**config.mk**
```make
export PLATFORM = sky130hd
export DESIGN_NAME = queue_reader_flat
export DESIGN_NICKNAME = d
export VERILOG_FILES = /design/src/rtl/queue_reader_pkg.sv /design/src/rtl/queue_reader_if.sv /design/src/rtl/queue_reader_ctl.sv /design/src/rtl/queue_reader.sv /design/src/flat_wrapper.sv
export SDC_FILE = /design/constraint.sdc
export NUM_CORES = 1
export LEC_CHECK = 0
export ABC_AREA = 1
export CAP_MARGIN = 20
export CORE_UTILIZATION = 33
export CTS_CLUSTER_DIAMETER = 120
export DETAILED_ROUTE_END_ITERATION = 16
export HOLD_SLACK_MARGIN = 0.12
export PLACE_DENSITY_LB_ADDON = 0.08
export SYNTH_ARGS = -nofsm -noshare
export SYNTH_HDL_FRONTEND = slang
export SYNTH_SLANG_ARGS = --single-unit
```
**constraint.sdc**
```tcl
create_clock -name clk -period 1.3 [get_ports clk]
set_input_delay 0.26 -clock clk [delete_from_list [all_inputs] [get_ports clk]]
set_output_delay 0.26 -clock clk [all_outputs]
set_load 0.005 [all_outputs]
```
**src/rtl/queue_reader_pkg.sv**
```systemverilog
`default_nettype none
// ============================================================================
// Module   : queue_reader_pkg
// Brief    : Shared types and constants for the queue_reader block.
//            The optional stall counter is enabled by QUEUE_READER_STALL_CNT_EN.
// Revision : 1.0 - initial release
// ============================================================================
package queue_reader_pkg;

    // Two-state controller: gather symbols, then present the packed word
    typedef enum logic [0:0] {
        FILL = 1'b0,
        OUT  = 1'b1
    } state_t;

    localparam int unsigned c_def_width = 2;
    localparam int unsigned c_def_pack  = 4;
    localparam int unsigned c_stall_w   = 16;

endpackage
`default_nettype wire

```
**src/rtl/queue_reader_if.sv**
```systemverilog
`default_nettype none
// ============================================================================
// Module   : queue_reader_if
// Brief    : Bundles the queue-side pop handshake, the flush pulse and the
//            valid/ready word output of queue_reader.
// Revision : 1.0 - initial release
// ============================================================================
interface queue_reader_if
    import queue_reader_pkg::*;
#(
    parameter int WIDTH = c_def_width,
    parameter int PACK  = c_def_pack
);
    localparam int CW = $clog2(PACK + 1);

    logic                  q_empty;
    logic [WIDTH-1:0]      q_data;
    logic                  q_pop;
    logic                  flush;
    logic                  m_valid;
    logic                  m_ready;
    logic [WIDTH*PACK-1:0] m_data;
    logic [CW-1:0]         m_count;

    // Reader side
    modport master (
        input  q_empty, q_data, flush, m_ready,
        output q_pop, m_valid, m_data, m_count
    );

    // Environment side (queue + downstream consumer)
    modport slave (
        output q_empty, q_data, flush, m_ready,
        input  q_pop, m_valid, m_data, m_count
    );

endinterface
`default_nettype wire

```
**src/rtl/queue_reader_ctl.sv**
```systemverilog
`default_nettype none
// ============================================================================
// Module   : queue_reader_ctl
// Brief    : FILL/OUT controller for queue_reader. Generates q_pop and
//            m_valid, tracks the in-flight pop (pend) and a pending flush.
// Revision : 1.0 - initial release
// ============================================================================
module queue_reader_ctl
    import queue_reader_pkg::*;
#(
    parameter int PACK = c_def_pack,
    parameter int CW   = $clog2(PACK + 1)
) (
    input  logic          clk,
    input  logic          rst,
    input  logic          i_q_empty,
    input  logic          i_flush,
    input  logic          i_m_ready,
    input  logic [CW-1:0] i_cnt,
    output logic          o_q_pop,
    output logic          o_m_valid,
    output logic          o_capture,
    output logic          o_handoff
);

    localparam logic [CW:0]   c_pack_ext  = PACK[CW:0];
    localparam logic [CW-1:0] c_last_slot = CW'(PACK - 1);

    state_t       r_state;
    state_t       w_state_nxt;
    logic         r_pend;
    logic         w_pend_nxt;
    logic         r_flush_req;
    logic         w_flush_req_nxt;
    logic [CW:0]  w_occupancy;
    logic         w_q_pop;
    logic         w_capture;
    logic         w_handoff;
    logic         w_last_slot;
    logic         w_flush_go;
    logic         w_flush_drop;

    // State, in-flight pop flag and flush request registers
    always_ff @(posedge clk or negedge rst) begin
        if (!rst) begin
            r_state     <= FILL;
            r_pend      <= 1'b0;
            r_flush_req <= 1'b0;
        end else begin
            r_state     <= w_state_nxt;
            r_pend      <= w_pend_nxt;
            r_flush_req <= w_flush_req_nxt;
        end
    end

    // Next-state, pop issue and capture/hand-off strobes
    always_comb begin
        w_state_nxt     = r_state;
        w_pend_nxt      = 1'b0;
        w_flush_req_nxt = r_flush_req;
        w_q_pop         = 1'b0;
        w_capture       = 1'b0;
        w_handoff       = 1'b0;
        // Slots already filled plus the one in flight; one extra bit so PACK fits
        w_occupancy     = {1'b0, i_cnt} + {{CW{1'b0}}, r_pend};
        w_last_slot     = 1'b0;
        w_flush_go      = 1'b0;
        w_flush_drop    = 1'b0;

        case (r_state)
            FILL: begin
                // rst gates the pop so nothing leaves the queue while held in reset
                w_q_pop      = rst & ~i_q_empty & ~r_flush_req & (w_occupancy < c_pack_ext);
                w_pend_nxt   = w_q_pop;
                w_capture    = r_pend;
                w_last_slot  = r_pend & (i_cnt == c_last_slot);
                // A flush waits for the in-flight symbol to land before emitting
                w_flush_go   = r_flush_req & ~r_pend & (i_cnt != '0);
                w_flush_drop = r_flush_req & ~r_pend & (i_cnt == '0);
                if (w_last_slot || w_flush_go) begin
                    w_state_nxt = OUT;
                end
                w_flush_req_nxt = (r_flush_req & ~w_flush_drop) | i_flush;
            end
            OUT: begin
                // Flush pulses are ignored here; the word is already being offered
                if (i_m_ready) begin
                    w_handoff       = 1'b1;
                    w_state_nxt     = FILL;
                    w_flush_req_nxt = 1'b0;
                end
            end
            default: begin
                w_state_nxt = FILL;
            end
        endcase
    end

    assign o_q_pop   = w_q_pop;
    assign o_m_valid = (r_state == OUT);
    assign o_capture = w_capture;
    assign o_handoff = w_handoff;

endmodule
`default_nettype wire

```
**src/rtl/queue_reader.sv**
```systemverilog
`default_nettype none
// ============================================================================
// Module   : queue_reader
// Brief    : Pops WIDTH-bit symbols from a Queue, packs PACK of them into one
//            word (symbol 0 in the LSBs) and offers it on valid/ready. A flush
//            pulse emits the current partial word with unfilled slots at 0.
//            Define QUEUE_READER_STALL_CNT_EN to add the stall_cnt output.
// Revision : 1.0 - initial release
// ============================================================================
module queue_reader
    import queue_reader_pkg::*;
#(
    parameter int WIDTH = c_def_width,
    parameter int PACK  = c_def_pack
) (
    input  logic                 clk,
    input  logic                 rst,
    queue_reader_if.master       bus
`ifdef QUEUE_READER_STALL_CNT_EN
    ,
    output logic [c_stall_w-1:0] stall_cnt
`endif
);

    localparam int CW = $clog2(PACK + 1);

    logic [CW-1:0]         r_cnt;
    logic [WIDTH*PACK-1:0] r_word;
    logic                  w_q_pop;
    logic                  w_m_valid;
    logic                  w_capture;
    logic                  w_handoff;

    queue_reader_ctl #(
        .PACK (PACK),
        .CW   (CW)
    ) u_ctl (
        .clk       (clk),
        .rst       (rst),
        .i_q_empty (bus.q_empty),
        .i_flush   (bus.flush),
        .i_m_ready (bus.m_ready),
        .i_cnt     (r_cnt),
        .o_q_pop   (w_q_pop),
        .o_m_valid (w_m_valid),
        .o_capture (w_capture),
        .o_handoff (w_handoff)
    );

    // Word assembly: write the captured symbol into slot r_cnt, clear on hand-off
    always_ff @(posedge clk or negedge rst) begin
        if (!rst) begin
            r_cnt  <= '0;
            r_word <= '0;
        end else if (w_handoff) begin
            r_cnt  <= '0;
            r_word <= '0;
        end else if (w_capture) begin
            for (int i = 0; i < PACK; i++) begin
                if (r_cnt == CW'(i)) begin
                    r_word[i*WIDTH +: WIDTH] <= bus.q_data;
                end
            end
            r_cnt <= r_cnt + CW'(1);
        end
    end

`ifdef QUEUE_READER_STALL_CNT_EN
    logic [c_stall_w-1:0] r_stall_cnt;

    // Saturating count of cycles the word is offered but not accepted
    always_ff @(posedge clk or negedge rst) begin
        if (!rst) begin
            r_stall_cnt <= '0;
        end else if (w_m_valid && !bus.m_ready && (r_stall_cnt != '1)) begin
            r_stall_cnt <= r_stall_cnt + c_stall_w'(1);
        end
    end

    assign stall_cnt = r_stall_cnt;
`endif

    assign bus.q_pop   = w_q_pop;
    assign bus.m_valid = w_m_valid;
    assign bus.m_data  = r_word;
    assign bus.m_count = r_cnt;

endmodule
`default_nettype wire

```
**src/flat_wrapper.sv**
```systemverilog
// flat-port wrapper written by rule: the top's interface ports become plain ports
module queue_reader_flat import queue_reader_pkg::*;
#(
    parameter int WIDTH = c_def_width,
    parameter int PACK  = c_def_pack
)
  (clk, rst, bus_q_empty, bus_q_data, bus_flush, bus_m_ready, bus_q_pop, bus_m_valid, bus_m_data, bus_m_count);
  queue_reader_if #(.WIDTH(WIDTH), .PACK(PACK)) bus_i ();
  input  logic clk;
  input  logic rst;
  input wire logic [$bits(bus_i.q_empty)-1:0] bus_q_empty;
  input wire logic [$bits(bus_i.q_data)-1:0] bus_q_data;
  input wire logic [$bits(bus_i.flush)-1:0] bus_flush;
  input wire logic [$bits(bus_i.m_ready)-1:0] bus_m_ready;
  output wire logic [$bits(bus_i.q_pop)-1:0] bus_q_pop;
  output wire logic [$bits(bus_i.m_valid)-1:0] bus_m_valid;
  output wire logic [$bits(bus_i.m_data)-1:0] bus_m_data;
  output wire logic [$bits(bus_i.m_count)-1:0] bus_m_count;
  assign bus_i.q_empty = bus_q_empty;
  assign bus_i.q_data = bus_q_data;
  assign bus_i.flush = bus_flush;
  assign bus_i.m_ready = bus_m_ready;
  assign bus_q_pop = bus_i.q_pop;
  assign bus_m_valid = bus_i.m_valid;
  assign bus_m_data = bus_i.m_data;
  assign bus_m_count = bus_i.m_count;
  queue_reader #(.WIDTH(WIDTH), .PACK(PACK)) u_core (.clk(clk), .rst(rst), .bus(bus_i));
endmodule
```
==> results of run 1 <==
[metrics by stage]
step / setup slack (ns) / TNS (ns)
finish: -0.0814 / -0.0814
global placement: -0.448 / -0.448
global route: -0.173 / -0.355
floorplan: 0.167 / 0
CTS: -0.0884 / -0.0884
detailed placement: -0.459 / -0.460
[cell usage after synthesis (all sizes together)]
cell    count
o22ai       1
nand3b      1
ha          5
nand4       2
inv         9
clkinv      1
nor2       10
nand2      31
nand3      10
dfrtp      14
o21ai       2
nor3        1
[cell usage in the layout, fill, tap and decap left out]
| cell | n |
|---|---|
| nand2_2 | 1 |
| clkinv_1 | 1 |
| nor2_1 | 4 |
| dfrtp_1 | 14 |
| buf_4 | 15 |
| inv_1 | 5 |
| clkbuf_8 | 1 |
| nand3_1 | 10 |
| o22ai_1 | 1 |
| clkdlybuf4s15_1 | 2 |
| o21ai_0 | 1 |
| nand3b_1 | 1 |
| o21ai_1 | 1 |
| nand2_1 | 28 |
| dlygate4sd2_1 | 8 |
| inv_2 | 4 |
| buf_2 | 1 |
| ha_1 | 2 |
| clkdlybuf4s50_1 | 6 |
| nor2_4 | 4 |
| nand4_1 | 2 |
| buf_12 | 1 |
| clkbuf_4 | 3 |
| clkbuf_2 | 2 |
| nor3_1 | 1 |
| ha_2 | 3 |
| nor2_2 | 2 |
| nand2_4 | 2 |
| buf_6 | 3 |
[routing by layer]
layer	track usage	routed length, microns
met4	0.0294	8
met5	0	0
met1	0.206	772
met2	0.244	718
met3	0.0314	75
[cell families after synthesis]
logic type,synth area share
and+or+nand+nor,0.348
DFF,0.490
buffers and inverters,0.0525
adders and majority gates,0.0874
AOI/OAI and AO/OA,0.0227
[power groups by stage]
stage | Combinational (W) | Sequential (W) | Clock (W)
floorplan | 0.000325 | 0.000645 | 0
global placement | 0.000835 | 0.000612 | 0
detailed placement | 0.000844 | 0.000614 | 0
CTS | 0.000842 | 0.000603 | 0.000321
global route | 0.00103 | 0.000626 | 0.000347
finish | 0.000920 | 0.000606 | 0.000312
[registers in the layout (all words and copies together), names as in the netlist]
register and flops:
u_core.bus.m_data 8, u_core.u_ctl.o_m_valid 1, u_core.u_ctl.r_pend 1, u_core.u_ctl.r_flush_req 1, u_core.bus.m_count 3
[final cells by class]
| type | count | area [sq um] |
|---|---|---|
| repair buffers | 38 | 332 |
| well taps | 27 | 33.8 |
| multi-input cells | 63 | 368 |
| clock buffers | 4 | 36.3 |
| fillers | 189 | 845 |
| inverters | 10 | 37.5 |
| flip-flops and latches | 14 | 350 |
[repair_timing]
| item | in CTS | in global routing |
|---|---|---|
| pin swaps | 3 | 6 |
| setup buffers | 4 | 2 |
| resized for setup | 22 | 17 |
| cloned | 0 | 0 |
| setup endpoints to repair | 15 | 14 |
[final timing paths]
check,depth (start not counted),to
max,4,bus_q_pop
min,2,u_core.u_ctl.o_m_valid
max reg2reg,8,u_core.bus.m_data[3]
min reg2reg,2,u_core.bus.m_data[7]
max in group asynchronous,2,u_core.bus.m_data[4]
min in group clk,2,u_core.bus.m_data[7]
==> results.toml, run 1 <==
[outcome]
outcome = "complete, but fails checks"
violations = "negative setup slack"

[floorplan]
row_count = 16
die_w_microns = 48.6
die_y_microns = 48.6
start_util = 0.357
die_area_sq_um = 2360
io_pins = 20
core_sq_um = 2000

[power]
combPwrFrac = 0.501
p_seq_frac = 0.329
power_w = 0.00184
p_switching_w = 0.000633
power.density_nw_per_um2 = 1590
pwr-share-clk = 0.170
switching_share = 0.344
leakagePower_nw = 0.633
ir_drop_mv = 0.898
cell_internal_pwr_w = 0.00120

[setup_path]
critPathMaxStageDelay_ns = 0.48
crit_required_ns = 1.04
path_class = "input port to output pin"
r2r_slack_ns = 0.03
critical_path.top_delay_family = "buffers and inverters"
startpoint_type = "input port"
worstSetupStartpoint = "rst"
r2r_start = "u_core.u_ctl.o_m_valid"
critPathSlowestCell = "clkdlybuf4s50_1"
worstSetupEndpointType = "output pin"
path_buf_inv = 2
crit_arrival_ns = 1.12
path_max_fanout = 2
cp_cell_sequence = "clkdlybuf4s50_1, nand4_1, nor2_1, buf_2"

[sta]
hold_viol = 0
rsz0062_at_grt = "true"
finalSetupViolCount = 1
fin_ws_ns = -0.0814
clock-skew-final_ns = 0.00118
slew_violations = 0
tightest_slew_ns = 0.181
fin_crit_sh = 1.06
relSlewSlack = 0.878
max_freq_mhz = 724
fin_crit_ns = 1.38
hold_ws_ns = 0.318

[yosys]
synth_cell_types = 16
avgSynthCellArea_sq_um = 8.23
ys_warn_count = 0
synth_seq_area_share = 0.490
netlist_instances = 87
synthesis.area_sq_um = 716
syn-num-nets = 99
ys_ff_latch = 14
synth_area_leaders = "dfrtp_1 49%, nand2_1 15%, ha_1 8.7%"
synth_area_leader_cell = "dfrtp_1"
synth.top_cell.area_share = 0.490

[clock_tree]
clk_path_buf_depth = 2
htreeDepth = 1
clk_pin_slew_worst_paths_ns = 0.09
cts_sinks = 14
cts_hold_buf = 0
cts_tree = "built"
clockRootBuffer = "clkbuf_4"
clock_latency_ns = 0.27
cts_buffers = 3

[place]
dp.cells = 146
io_buffers = 19
placed_cell_area_sq_um = 1050
dp_hpwl_microns = 1190
gp_congestion = 0.872

[final_layout]
final_util = 0.578
final_area_sq_um = 1160
areaGrowthSynthToFinish_pct = 61.7
drive_gt1_frac = 0.326
stdcell_count = 156
layout.nets = 142
antennaDiodeCount = 0

[routing]
antenna_left = 0
wirelength_microns = 1580
drc_errors = 0
drtIter0Drc = 10
firstDrtPassIters = 4
wl_per_cell_microns = 10.1
vias = 697
via_per_inst = 4.47

[grt]
grt.overflow.total = 0
grt_pass1_wl_microns = 2750
antenna_found_initial = 0
grt_max_degree = 15
grt_pass1_vias = 658
grtUsageTotal = 0.150

[hold_path]
hold_path_class = "input port to async pin"

[job]
cap_violations = 0
(Power assumes the default switching activity.)
==> run 2, diff against run 1 <==
- CORE_ASPECT_RATIO: default -> 1.4
==> results.toml, run 2 (synthesis gave the netlist of run 1 again) <==
[final_layout]
largest_reg_flops = 8
final_util = 0.595
layout.nets = 143
layout_common_cells = "28 x nand2_1, 15 x buf_4, 14 x dfrtp_1"
nFillCells = 218
multiInputGateArea_sq_um = 392
ff_latch_area_sq_um = 350
drive_gt1_frac = 0.331
antennaDiodeCount = 0
stdcell_count = 151
areaGrowthSynthToFinish_pct = 66.1
mostFrequentLayoutCell = "nand2_1"

[hold_path]
holdPathEnd = "u_core.bus.m_data[6]"
hold_depth = 2
hold_path_class = "flop to flop"
worstHoldStart = "u_core.bus.m_data[6]"

[setup_path]
path_max_fanout = 2
r2r_end = "u_core.bus.m_data[7]"
r2r_start = "u_core.bus.m_count[0]"
startpoint_type = "flop"
r2r_slack_ns = 0.07
path_class = "flop to output pin"
rr_worst_depth = 8
cp_cell_sequence = "inv_1, nor3_2, nor2_2, buf_2"
crit_arrival_ns = 1.09
critPathMaxStageDelay_ns = 0.38
critPathSlowestCell = "dfrtp_1"
worstSetupEndpointType = "output pin"
crit_required_ns = 1.04

[power]
combPwrFrac = 0.508
cell_internal_pwr_w = 0.00122
p_switching_w = 0.000656
p_seq_frac = 0.325
leakagePower_nw = 0.639
switching_share = 0.349
pwr-share-clk = 0.167
ir_drop_mv = 0.790
power.density_nw_per_um2 = 1580

[routing]
drtIter0Drc = 4
via_per_inst = 4.64
drc_errors = 0
firstDrtPassIters = 2
wirelength_microns = 1630
wl_per_cell_microns = 10.8
vias = 700
antenna_left = 0

[place]
gp_congestion = 0.728
io_buffers = 19
dp.cells = 139
dp_hpwl_microns = 1240

[clock_tree]
cts_buffers = 3
htreeDepth = 1
cts_sinks = 14
clk_pin_slew_worst_paths_ns = 0.09
clk_path_buf_depth = 2
clockRootBuffer = "clkbuf_4"
cts_tree = "built"
clock_latency_ns = 0.28

[sta]
max_freq_mhz = 741
tightest_slew_ns = 0.211
relSlewSlack = 0.859
rsz0062_at_grt = "true"
clock-skew-final_ns = 0.00359
fin_crit_sh = 1.04
finalSetupTns_ns = -0.0490
fin_crit_ns = 1.35
slew_violations = 0
fin_ws_ns = -0.0490
finalSetupViolCount = 1
hold_viol = 0

[job]
cap_violations = 0

[grt]
grt_pass1_vias = 671
grtUsageTotal = 0.161
antenna_found_initial = 0
grt_max_degree = 15
grt.overflow.total = 0
grt_pass1_wl_microns = 2640

[floorplan]
die_w_microns = 41.4
core_sq_um = 2000
row_count = 19
die_y_microns = 57.1
die_area_sq_um = 2360
start_util = 0.358
io_pins = 20

[outcome]
outcome = "complete, but fails checks"
violations = "negative setup slack"
## run 2: changes by cell type in the layout (fill, tap and decap cells not counted), sizes merged
cell	before	now
clkdlybuf4s50	6	5
dlygate4sd3	0	1
buf	20	21
clkbuf	6	4
dlygate4sd2	8	10
## run 2: cell type report
type,instances,area share
tap,21,0.0221
inverter,10,0.0337
multi-input combinational,63,0.329
clock buffer,4,0.0305
sequential,14,0.295
timing repair buffer,39,0.289
## run 2: worst max-delay path, delay by kind of cell (launching register included)
family | cells | cell delay [ns]
buf+inv | 2 | 0.19
simple gates | 2 | 0.24
flops | 1 | 0.38
## run 2: per-stage QoR
| stage | setup slack [ns] | instance area, sq um | total power, W | hold WS (ns) |
|---|---|---|---|---|
| 5_1_grt | -0.140 | 1190 | 0.00202 | 0.503 |
| 2_1_floorplan | 0.167 | 716 | 0.000970 | -0.0356 |
| 4_1_cts | -0.0775 | 1160 | 0.00186 | 0.483 |
| 3_3_place_gp | -0.435 | 1030 | 0.00143 | 0.461 |
| 6_report | -0.0490 | 1190 | 0.00188 | 0.476 |
| 3_5_place_dp | -0.463 | 1030 | 0.00144 | 0.462 |
## run 2: power groups by stage
stage | registers [W] | logic (W) | clock network, W
2_1_floorplan | 0.000645 | 0.000325 | 0
3_3_place_gp | 0.000612 | 0.000821 | 0
3_5_place_dp | 0.000618 | 0.000822 | 0
4_1_cts | 0.000608 | 0.000925 | 0.000328
5_1_grt | 0.000626 | 0.00106 | 0.000338
6_report | 0.000610 | 0.000954 | 0.000314
## run 2: worst max-delay path by stage
stage / start / end / cells past startpoint
3_3_place_gp: rst / bus_q_pop / 4
5_1_grt: u_core.u_ctl.r_flush_req / bus_q_pop / 4
2_1_floorplan: u_core.bus.m_count[0] / u_core.bus.m_data[6] / 7
3_5_place_dp: rst / bus_q_pop / 4
6_report: u_core.bus.m_count[0] / bus_q_pop / 4
4_1_cts: u_core.u_ctl.o_m_valid / bus_q_pop / 4
## run 2: metal layers
metal	vias up	GRT usage	share of wire
met5	-	0	0
met4	0	0.0691	0.0086
met3	2	0.0233	0.044
met2	16	0.277	0.54
met1	319	0.184	0.41
li1	363	-	-
## run 2: what timing repair did
item                       CTS  global route
setup buffers                7             1
hold endpoints to repair    14             0
hold buffers                 1             0
resized for setup           34             9
pin swaps                    2             9
setup endpoints to repair   16            11
